<file path="config.mk">
export PLATFORM = sky130hd
export DESIGN_NAME = input_confirm_responder_flat
export DESIGN_NICKNAME = d
export VERILOG_FILES = /design/src/rtl/input_confirm_responder_pkg.sv /design/src/rtl/input_confirm_responder_if.sv /design/src/rtl/input_confirm_responder_sync_edge_detect.sv /design/src/rtl/input_confirm_responder.sv /design/src/flat_wrapper.sv
export SDC_FILE = /design/constraint.sdc
export NUM_CORES = 1
export LEC_CHECK = 0
export CAP_MARGIN = 10
export CORE_MARGIN = 4
export CORE_UTILIZATION = 63
export DETAILED_ROUTE_END_ITERATION = 10
export DONT_BUFFER_PORTS = 1
export PLACE_DENSITY = 0.84
export SYNTH_ARGS = -nofsm -noshare
export SYNTH_HDL_FRONTEND = slang
export SYNTH_SLANG_ARGS = --single-unit
</file>
<file path="constraint.sdc">
create_clock -name slow_clock -period 2.49 [get_ports slow_clock]
set_input_delay 0.3735 -clock slow_clock [delete_from_list [all_inputs] [get_ports slow_clock]]
set_output_delay 0.3735 -clock slow_clock [all_outputs]
set_load 0.01 [all_outputs]
</file>
<file path="src/rtl/input_confirm_responder_pkg.sv">
// Shared state encoding and default sizing for the switch-input responder.
// Latency: n/a (declarations only). Backpressure: n/a.
package input_confirm_responder_pkg;

   localparam int STATE_W         = 3;
   localparam int IO_WIDTH_DEF    = 16;
   localparam int DATA_WIDTH_DEF  = 32;
   localparam int BLINK_DIV_DEF   = 8;

   typedef enum logic [STATE_W-1:0] {
      ST_IDLE       = 3'd0,
      ST_ARMED      = 3'd1,
      ST_WAIT_PRESS = 3'd2,
      ST_CAPTURE    = 3'd3,
      ST_DONE       = 3'd4
   } state_t;

   function automatic logic is_waiting(state_t s);
      return (s == ST_ARMED) || (s == ST_WAIT_PRESS);
   endfunction

endpackage

</file>
<file path="src/rtl/input_confirm_responder_if.sv">
// Core/operator side bundle: request, button, switches in; data, strobe, stall, LED out.
// Latency: n/a. Backpressure: stall is the only hold signal toward the core.
interface input_confirm_responder_if #(
   parameter int IO_WIDTH   = 16,
   parameter int DATA_WIDTH = 32
);
   logic                  is_input;
   logic                  confirmation;
   logic [IO_WIDTH:0]     sw;
   logic [DATA_WIDTH-1:0] input_data;
   logic                  input_valid;
   logic                  stall;
   logic                  wait_led;

   modport master (
      output is_input, confirmation, sw,
      input  input_data, input_valid, stall, wait_led
   );

   modport slave (
      input  is_input, confirmation, sw,
      output input_data, input_valid, stall, wait_led
   );
endinterface

</file>
<file path="src/rtl/input_confirm_responder_sync_edge_detect.sv">
// Two-flop synchroniser for an asynchronous level plus a one-cycle rising-edge pulse.
// Latency: 2 cycles to sync_q, rise coincident with sync_q rising. Backpressure: none.
module sync_edge_detect (
   input  logic clk,
   input  logic rst_n,
   input  logic async_in,
   output logic sync_q,
   output logic rise
);
   logic meta_q;
   logic level_q;
   logic level_d1_q;

   always_ff @(posedge clk or negedge rst_n) begin
      if (!rst_n) begin
         meta_q     <= 1'b0;
         level_q    <= 1'b0;
         level_d1_q <= 1'b0;
      end else begin
         meta_q     <= async_in;
         level_q    <= meta_q;
         level_d1_q <= level_q;
      end
   end

   assign sync_q = level_q;
   assign rise   = level_q & ~level_d1_q;
endmodule

</file>
<file path="src/rtl/input_confirm_responder.sv">
// Stalls the core on an input request until a fresh confirmation press, then captures and extends the switches.
// Latency: synced press edge -> input_valid 2 cycles. Backpressure: stall holds the core for the whole wait.
module input_confirm_responder
   import input_confirm_responder_pkg::*;
#(
   parameter int IO_WIDTH   = IO_WIDTH_DEF,
   parameter int DATA_WIDTH = DATA_WIDTH_DEF,
   parameter int BLINK_DIV  = BLINK_DIV_DEF
) (
   input  logic                    slow_clock,
   input  logic                    reset,
   input_confirm_responder_if.slave io
);
   localparam int CNT_W = (BLINK_DIV > 1) ? $clog2(BLINK_DIV) : 1;

   state_t                state_q, state_d;
   logic                  sync_q, press;
   logic [CNT_W-1:0]      blink_cnt_q;
   logic                  led_q;
   logic [DATA_WIDTH-1:0] data_q;
   logic [DATA_WIDTH-1:0] ext_w;
   logic                  stall_c, valid_c, waiting;

   sync_edge_detect u_sync (
      .clk      (slow_clock),
      .rst_n    (reset),
      .async_in (io.confirmation),
      .sync_q   (sync_q),
      .rise     (press)
   );

   assign waiting = is_waiting(state_q);
   assign ext_w   = {{(DATA_WIDTH-IO_WIDTH){io.sw[IO_WIDTH] & io.sw[IO_WIDTH-1]}},
                     io.sw[IO_WIDTH-1:0]};

   always_ff @(posedge slow_clock or negedge reset) begin
      if (!reset) begin
         state_q     <= ST_IDLE;
         data_q      <= '0;
         blink_cnt_q <= '0;
         led_q       <= 1'b0;
      end else begin
         state_q <= state_d;
         if (state_q == ST_CAPTURE) data_q <= ext_w;
         if (waiting) begin
            if (blink_cnt_q == CNT_W'(BLINK_DIV-1)) begin
               blink_cnt_q <= '0;
               led_q       <= ~led_q;
            end else begin
               blink_cnt_q <= blink_cnt_q + 1'b1;
            end
         end else begin
            blink_cnt_q <= '0;
            led_q       <= 1'b0;
         end
      end
   end

   always_comb begin
      state_d = state_q;
      stall_c = 1'b0;
      valid_c = 1'b0;
      case (state_q)
         ST_IDLE: begin
            // Stall follows the request combinationally so the core cannot run past it.
            stall_c = io.is_input & reset;
            if (io.is_input) state_d = sync_q ? ST_ARMED : ST_WAIT_PRESS;
         end
         ST_ARMED: begin
            stall_c = 1'b1;
            if (!io.is_input)  state_d = ST_IDLE;
            else if (!sync_q)  state_d = ST_WAIT_PRESS;
         end
         ST_WAIT_PRESS: begin
            stall_c = 1'b1;
            if (!io.is_input)  state_d = ST_IDLE;
            else if (press)    state_d = ST_CAPTURE;
         end
         ST_CAPTURE: begin
            stall_c = 1'b1;
            state_d = ST_DONE;
         end
         ST_DONE: begin
            valid_c = 1'b1;
            state_d = ST_IDLE;
         end
         default: state_d = ST_IDLE;
      endcase
   end

   assign io.stall       = stall_c;
   assign io.input_valid = valid_c;
   assign io.input_data  = data_q;
   assign io.wait_led    = led_q & waiting;
endmodule

</file>
<file path="src/flat_wrapper.sv">
// flat-port wrapper written by rule: the top's interface ports become plain ports
module input_confirm_responder_flat import input_confirm_responder_pkg::*;
#(
   parameter int IO_WIDTH   = IO_WIDTH_DEF,
   parameter int DATA_WIDTH = DATA_WIDTH_DEF,
   parameter int BLINK_DIV  = BLINK_DIV_DEF
)
  (slow_clock, reset, io_is_input, io_confirmation, io_sw, io_input_data, io_input_valid, io_stall, io_wait_led);
  input_confirm_responder_if #(.IO_WIDTH(IO_WIDTH), .DATA_WIDTH(DATA_WIDTH)) io_i ();
  input  logic slow_clock;
  input  logic reset;
  input wire logic [$bits(io_i.is_input)-1:0] io_is_input;
  input wire logic [$bits(io_i.confirmation)-1:0] io_confirmation;
  input wire logic [$bits(io_i.sw)-1:0] io_sw;
  output wire logic [$bits(io_i.input_data)-1:0] io_input_data;
  output wire logic [$bits(io_i.input_valid)-1:0] io_input_valid;
  output wire logic [$bits(io_i.stall)-1:0] io_stall;
  output wire logic [$bits(io_i.wait_led)-1:0] io_wait_led;
  assign io_i.is_input = io_is_input;
  assign io_i.confirmation = io_confirmation;
  assign io_i.sw = io_sw;
  assign io_input_data = io_i.input_data;
  assign io_input_valid = io_i.input_valid;
  assign io_stall = io_i.stall;
  assign io_wait_led = io_i.wait_led;
  input_confirm_responder #(.IO_WIDTH(IO_WIDTH), .DATA_WIDTH(DATA_WIDTH), .BLINK_DIV(BLINK_DIV)) u_core (.slow_clock(slow_clock), .reset(reset), .io(io_i));
endmodule
</file>
# Word level (Yosys, flattened, before mapping)
# Index checks and enable logic that the tools add are counted.
[totals] register_bits=27 out_inout_bits=35 inputBits=21
[op_classes] n_eq_ne=9 addsub=1 n_reduce_logical=4 muxes=13 n_bitwise=6
[ops] op="$mux 3" count=7
[ops] op="$pmux 3 s4" count=1
[ops] op="$eq 3x2->1 const B" count=2
[ops] op="$eq 3x3->1 const B" count=2
[ops] op="$and 1x1->1" count=4
[ops] op="$ne 2x2->1 const B" count=2
[ops] op="$add 3x1->3 const B" count=1
[ops] op="$eq 3x1->1 const B" count=1
[ops] op="$logic_not 3->1" count=1
[ops] op="$mux 1" count=3
[ops] op="$ne 3x2->1 const B" count=1
[ops] op="$ne 3x3->1 const B" count=1
[ops] op="$reduce_and 3->1" count=1
[ops] op="$reduce_or 3->1" count=1
[ops] op="$mux 2" count=1
[ops] op="$not 1->1" count=2
[ops] op="$pmux 1 s2" count=1
[ops] op="$logic_or 1x1->1" count=1

# Depth between registers and ports, before layout
# Gate-level depths: netlist (run 1).
[logic_depth] depth_word=5 mapped_depth=4 depth_no_buf=4

# Cells and area by module
# From an unflattened synthesis (run 1), not the netlist that was laid out.
[unflattened] hier_cells=85 area_unflattened_um2=1213.7
[modules_own_cells] mod="input_confirm_responder" cells_per_inst=81 area_each_um2=1124.8 instances=1 seq_area_each_um2=600.6
[modules_own_cells] mod="sync_edge_detect" cells_per_inst=4 area_each_um2=88.8 instances=1 seq_area_each_um2=75.1

# Worst setup path after synthesis (run 1)
# OpenSTA, ideal clock, no wires.
[synth_timing] kind="register -> output" startpoint="register u_core.state_q[1]" endpoint="output io_wait_led" path_slack_ns=1.113 path_stages_with_launch=4 arrival_time_ns=1.003 path_buffers=1 cell_sequence="dfrtp_1 -> buf_2 -> xnor2_1 -> nor3b_1"
[synth_via] elab_chain_len=3 word_cells_on_any_way=4 cone_classes="2 x eq/ne; 1 x bitwise; 1 x reduce/logical"
[synth_lines] item="start: declaration" line_no="input_confirm_responder.sv:16" rtl="state_t state_q, state_d;"
[synth_lines] item="start signal: assignment" line_no="input_confirm_responder.sv:43" rtl="state_q <= state_d;"
[synth_lines] item="$eq 3x1->1 or $eq 3x2->1 (tied branches)" line_no="input_confirm_responder_pkg.sv:19" rtl="return (s == ST_ARMED) || (s == ST_WAIT_PRESS);"
[synth_lines] item="$logic_or 1x1->1 (*)" line_no="input_confirm_responder_pkg.sv:19"
[synth_lines] item="$and 1x1->1 (*)" line_no="input_confirm_responder.sv:94" rtl="assign io.wait_led = led_q & waiting;"
[synth_lines] item="end: declaration" line_no="flat_wrapper.sv:18" rtl="output wire logic [$bits(io_i.wait_led)-1:0] io_wait_led;"
# Mark *: on every way between the ends. The rest lies on a longest branch, timed or not.

# Final worst setup path (run 1)
# Ends and elaborated chain as after synthesis.

==> results.toml, run 1 <==
[worst_setup_path]
worstPathMaxFanout = 7
path_cells = "xnor2_1 -> nor3b_1"
path_buf_inv = 0
path_depth = 2
critical_path_class = "reg -> out"
cp.arrival_ns = 1.43
cp.required_ns = 2.12
critPathSlowestCell = "dfrtp_1"
path_delay_family = "flip-flops"
cp-start-kind = "register"
worst_r2r_path_depth = 2
endpoint_kind = "output pin"
crit_path_max_incr_delay_ns = 0.50

[yosys]
synth_top_family_by_area = "multiplexers"
syn_area_mm2 = 0.00120
synth_compound_area_frac = 0.0178
synth-simple-area-share = 0.0721
yosysUniqueCellTypes = 22
synth_cells = 83
ys_warn_count = 0
synthAdderAreaFrac = 0.0209
ys_seq_area_frac = 0.564
syn-num-nets = 106
synth_xor_area_frac = 0.0146
muxShareOfSynthArea = 0.184
avgSynthCellArea_um2 = 14.4
ys_seq_elements = 27

[die]
die-area_mm2 = 0.00266
io_pins = 56
die_w_um = 51.6
core_mm2 = 0.00176
core.rowCount = 15
initial_utilization = 0.679
die_y_um = 51.6

[route]
wl_met3_um = 152
top_layer = "met4"
drt_wl_total_um = 1690
first_pass_iters = 4
ant_nets = 0
via_per_inst = 5.77
vias = 560
drc = 0
drt-initial-drc-count = 1
wl_met1_um = 660
dr_wl_met2_um = 871
wl_per_cell_um = 17.4

[global_route]
grt_util_all_layers = 0.151
antenna_found_initial = 0
grt_pass1_wl_um = 2940
grt_max_degree = 28
overflow = 0
grt_pass1_vias = 636

[layout]
fillers = 149
antennaDiodeCount = 0
areaGrowthSynthToFinish_pct = -3.45
nNetsFinal = 96
fin_util = 0.655
drive_above_1_share = 0.319
final_common_cell = "dfrtp_1"
final_cell_mix = "dfrtp_1, mux2_4, mux2_2"

[clocking]
cts_max_level = 1
postCtsSetupRepairBufs = 0
path_clk_slew_ns = 0.14
cts_sinks = 27
cts_hold_buf = 2
clkLatencyLatePin_ns = 0.32
cts_resized = 0
cts_max_path_buffers = 2
cts_tree = "done"
clockRootBuffer = "clkbuf_4"
cts_buffers = 3

[sta]
setup_viol = 0
fin_tns_setup_ns = 0
drv_slew = 0
worst_slew_pin_slew_ns = 0.450
finalHoldViolCount = 0
finalCriticalPeriod_ns = 1.80
fin_crit_sh = 0.724
max_slew_margin = 0.700
fin_hold_ws_ns = 0.0633
rsz0062_at_grt = "no"
max_freq_mhz = 555
skew_ns = 0.0105
worst_slack_ns = 0.687

[min_path]
hp-class = "in -> reg"
min_path_cells = 0

[place]
numPortBuffers = 0
dp_hpwl_um = 1260
pre_cts_ws_ns = 1.05
gp_congestion = 0.650

[power]
vdd_drop_max_uv = 681
p_leak_uw = 0.000569
total_power_uw = 1030
power_density_mw_per_mm2 = 894

[outcome]
status = "complete, no violations"

[job]
drv_cap = 0
metrics by stage:
step	std cells	area, um^2
after floorplan	83	1200
after global placement	91	1100
after detailed placement	91	1100
after CTS	97	1160
after global routing	97	1160
final	97	1160
state kept, by name (all words and copies together) (netlist names):
| register | count |
|---|---|
| u_core.u_sync.sync_q | 1 |
| u_core.io.input_data | 17 |
| u_core.blink_cnt_q | 3 |
| u_core.led_q | 1 |
| u_core.state_q | 3 |
| u_core.u_sync.level_d1_q | 1 |
| u_core.u_sync.meta_q | 1 |
synthesized netlist by cell type:
cell / n / area (um^2)
mux2_2: 8 / 90.1
nor4_1: 1 / 6.26
nand3b_4: 1 / 20.0
inv_1: 3 / 11.3
nor3b_1: 3 / 22.5
nor3_1: 1 / 5.00
nor2_1: 1 / 3.75
a2111oi_0: 1 / 8.76
o21ai_0: 1 / 5.00
mux2_4: 8 / 120
nor4b_1: 1 / 8.76
buf_4: 15 / 113
and4b_1: 1 / 10.0
nor2b_1: 1 / 6.26
dfrtp_1: 27 / 676
a211oi_1: 1 / 7.51
ha_1: 2 / 25.0
buf_6: 2 / 22.5
xnor2_1: 2 / 17.5
buf_2: 1 / 5.00
mux2i_1: 1 / 10.0
nand2_1: 1 / 3.75
logic make-up after synthesis:
logic type / Yosys count
AOI/OAI and AO/OA: 3
xor gates and xnor gates: 2
muxes: 17
and+or+nand+nor: 11
DFF: 27
buffers and inverters: 21
adders and majority gates: 2
layout make-up:
class	count	area [um^2]	share of cell area
inverter	3	11.3	0.00974
sequential	27	676	0.584
clock inverter	1	7.51	0.00649
clock buffer	3	22.5	0.0195
tap	25	31.3	0.0271
timing repair buffer	3	37.5	0.0325
multi-input combinational	35	370	0.320
power breakdown:
part	switching, uW	internal [uW]
clock network	120	61.2
logic	96.9	107
registers	111	536
final timing paths:
check                                      endpoint  slack, ns                 start
setup / recovery                        io_wait_led       0.69     u_core.state_q[1]
hold / removal                 u_core.u_sync.meta_q       0.06       io_confirmation
setup reg to reg           u_core.io.input_data[15]       1.11     u_core.state_q[2]
hold reg to reg                u_core.u_sync.sync_q       0.38  u_core.u_sync.meta_q
max in group asynchronous         u_core.state_q[2]       1.87                 reset
min in group asynchronous   u_core.io.input_data[9]       0.46                 reset
routing by layer:
metal | GRT usage | up-vias
li1 | - | 244
met1 | 0.176 | 291
met2 | 0.256 | 23
met3 | 0.0544 | 2
met4 | 0.0524 | 0
met5 | 0 | -
Note: power is estimated with default switching activity, not from simulation.
==> run 2, diff against run 1 <==
Settings changed: CORE_UTILIZATION 63 to 54, PLACE_DENSITY 0.84 to 0.77.
Clock period 2.49 ns to 1.65 ns, I/O delays scaled along.
==> results.toml, run 2 (synthesis results as in run 1) <==
[layout]
antennaDiodeCount = 0
nNetsFinal = 98
areaGrowthSynthToFinish_pct = -1.04
final_common_cell = "dfrtp_1"
largest_reg_flops = 17
drive_above_1_share = 0.338
final_cell_mix = "dfrtp_1, mux2_4, mux2_2"

[place]
pre_cts_ws_ns = 0.341
numPortBuffers = 0
dp_hpwl_um = 1210
gp_congestion = 0.628

[route]
wl_per_cell_um = 15.8
first_pass_iters = 2
drt-initial-drc-count = 2
vias = 539
drt_wl_total_um = 1590
drc = 0
ant_nets = 0
via_per_inst = 5.34

[min_path]
hp-class = "in -> reg"

[sta]
skew_ns = 0.00100
fin_tns_setup_ns = 0
worst_slew_pin_slew_ns = 0.452
rsz0062_at_grt = "no"
worst_slack_ns = 0.126
fin_crit_sh = 0.923
max_freq_mhz = 656
finalCriticalPeriod_ns = 1.52
max_slew_margin = 0.699
drv_slew = 0
setup_viol = 0
finalHoldViolCount = 0

[worst_setup_path]
worstPathMaxFanout = 7
critical_path_class = "reg -> out"
critPathSlowestCell = "dfrtp_1"
crit_path_max_incr_delay_ns = 0.50
path_cells = "xnor2_2 -> nor3b_2"
cp-start-kind = "register"
endpoint_kind = "output pin"
r2r_slack_ns = 0.32
path_delay_family = "flip-flops"
cp.arrival_ns = 1.28
path_buf_inv = 0
cp.required_ns = 1.40

[clocking]
cts_tree = "done"
cts_max_path_buffers = 2
path_clk_slew_ns = 0.12
cts_max_level = 1
cts_buffers = 3
clkLatencyLatePin_ns = 0.30
postCtsSetupRepairBufs = 0
clockRootBuffer = "clkbuf_4"
cts_sinks = 27

[global_route]
antenna_found_initial = 0
grt_max_degree = 28
grt_util_all_layers = 0.125
grt_pass1_vias = 575
overflow = 0
grt_pass1_wl_um = 2660

[die]
die-area_mm2 = 0.00303
initial_utilization = 0.586
core_mm2 = 0.00204
die_y_um = 55.1
io_pins = 56
die_w_um = 55.1
core.rowCount = 16

[power]
power_density_mw_per_mm2 = 1300
vdd_drop_max_uv = 704
p_leak_uw = 0.000585

[job]
drv_cap = 0

[outcome]
status = "complete, no violations"
-- run 2: layer usage --
metal  wire length [um]  up-vias  GRT usage
met3                162        2     0.0456
li1                   -      248          -
met1                607      263      0.149
met4                 10        0     0.0364
met5                  0        -          0
met2                812       26      0.211
-- run 2: cell type report --
| type | instances | area (um^2) |
|---|---|---|
| clock buffer | 4 | 26.3 |
| fill | 182 | 857 |
| inverter | 3 | 11.3 |
| multi-input combinational | 35 | 383 |
| sequential | 27 | 676 |
| tap | 27 | 33.8 |
| timing repair buffer | 5 | 55.1 |
-- run 2: path summary, 6_finish.rpt --
kind | start | to | depth (start not counted)
max | u_core.state_q[1] | io_wait_led | 2
min | io_is_input | u_core.state_q[1] | 2
max reg2reg | u_core.state_q[1] | u_core.io.input_data[0] | 2
min reg2reg | u_core.u_sync.meta_q | u_core.u_sync.sync_q | 0
max in group asynchronous | reset | u_core.u_sync.level_d1_q | 2
min in group asynchronous | reset | u_core.blink_cnt_q[0] | 2
-- run 2: worst register-to-register path: stages (launching register included) --
cell and delay (ns):
dfrtp_1 0.53, nand3b_4 0.31, mux2_4 0.39
-- run 2: through the flow --
stage	area (um^2)	utilization	hold WS (ns)	total power [uW]	std cells
floorplan	1200	-	-0.0481	1350	83
global placement	1110	0.542	-0.0472	1270	94
detailed placement	1110	0.542	-0.0471	1290	94
CTS	1180	0.577	0.0532	1560	101
global route	1180	0.580	0.0403	1650	101
finish	1180	0.580	0.0624	1540	101
-- run 2: power by group --
part	switching [uW]	internal, uW
registers	164	809
logic	149	167
clock network	160	94.0
total	474	1070
-- run 2: timing repair --
item                                    in CTS  in global routing
hold buffers                                 3                  0
endpoints found under the setup margin       1                  1
pin swaps                                    0                  0
gates resized for setup                      1                  1
hold endpoints to repair                    28                  0
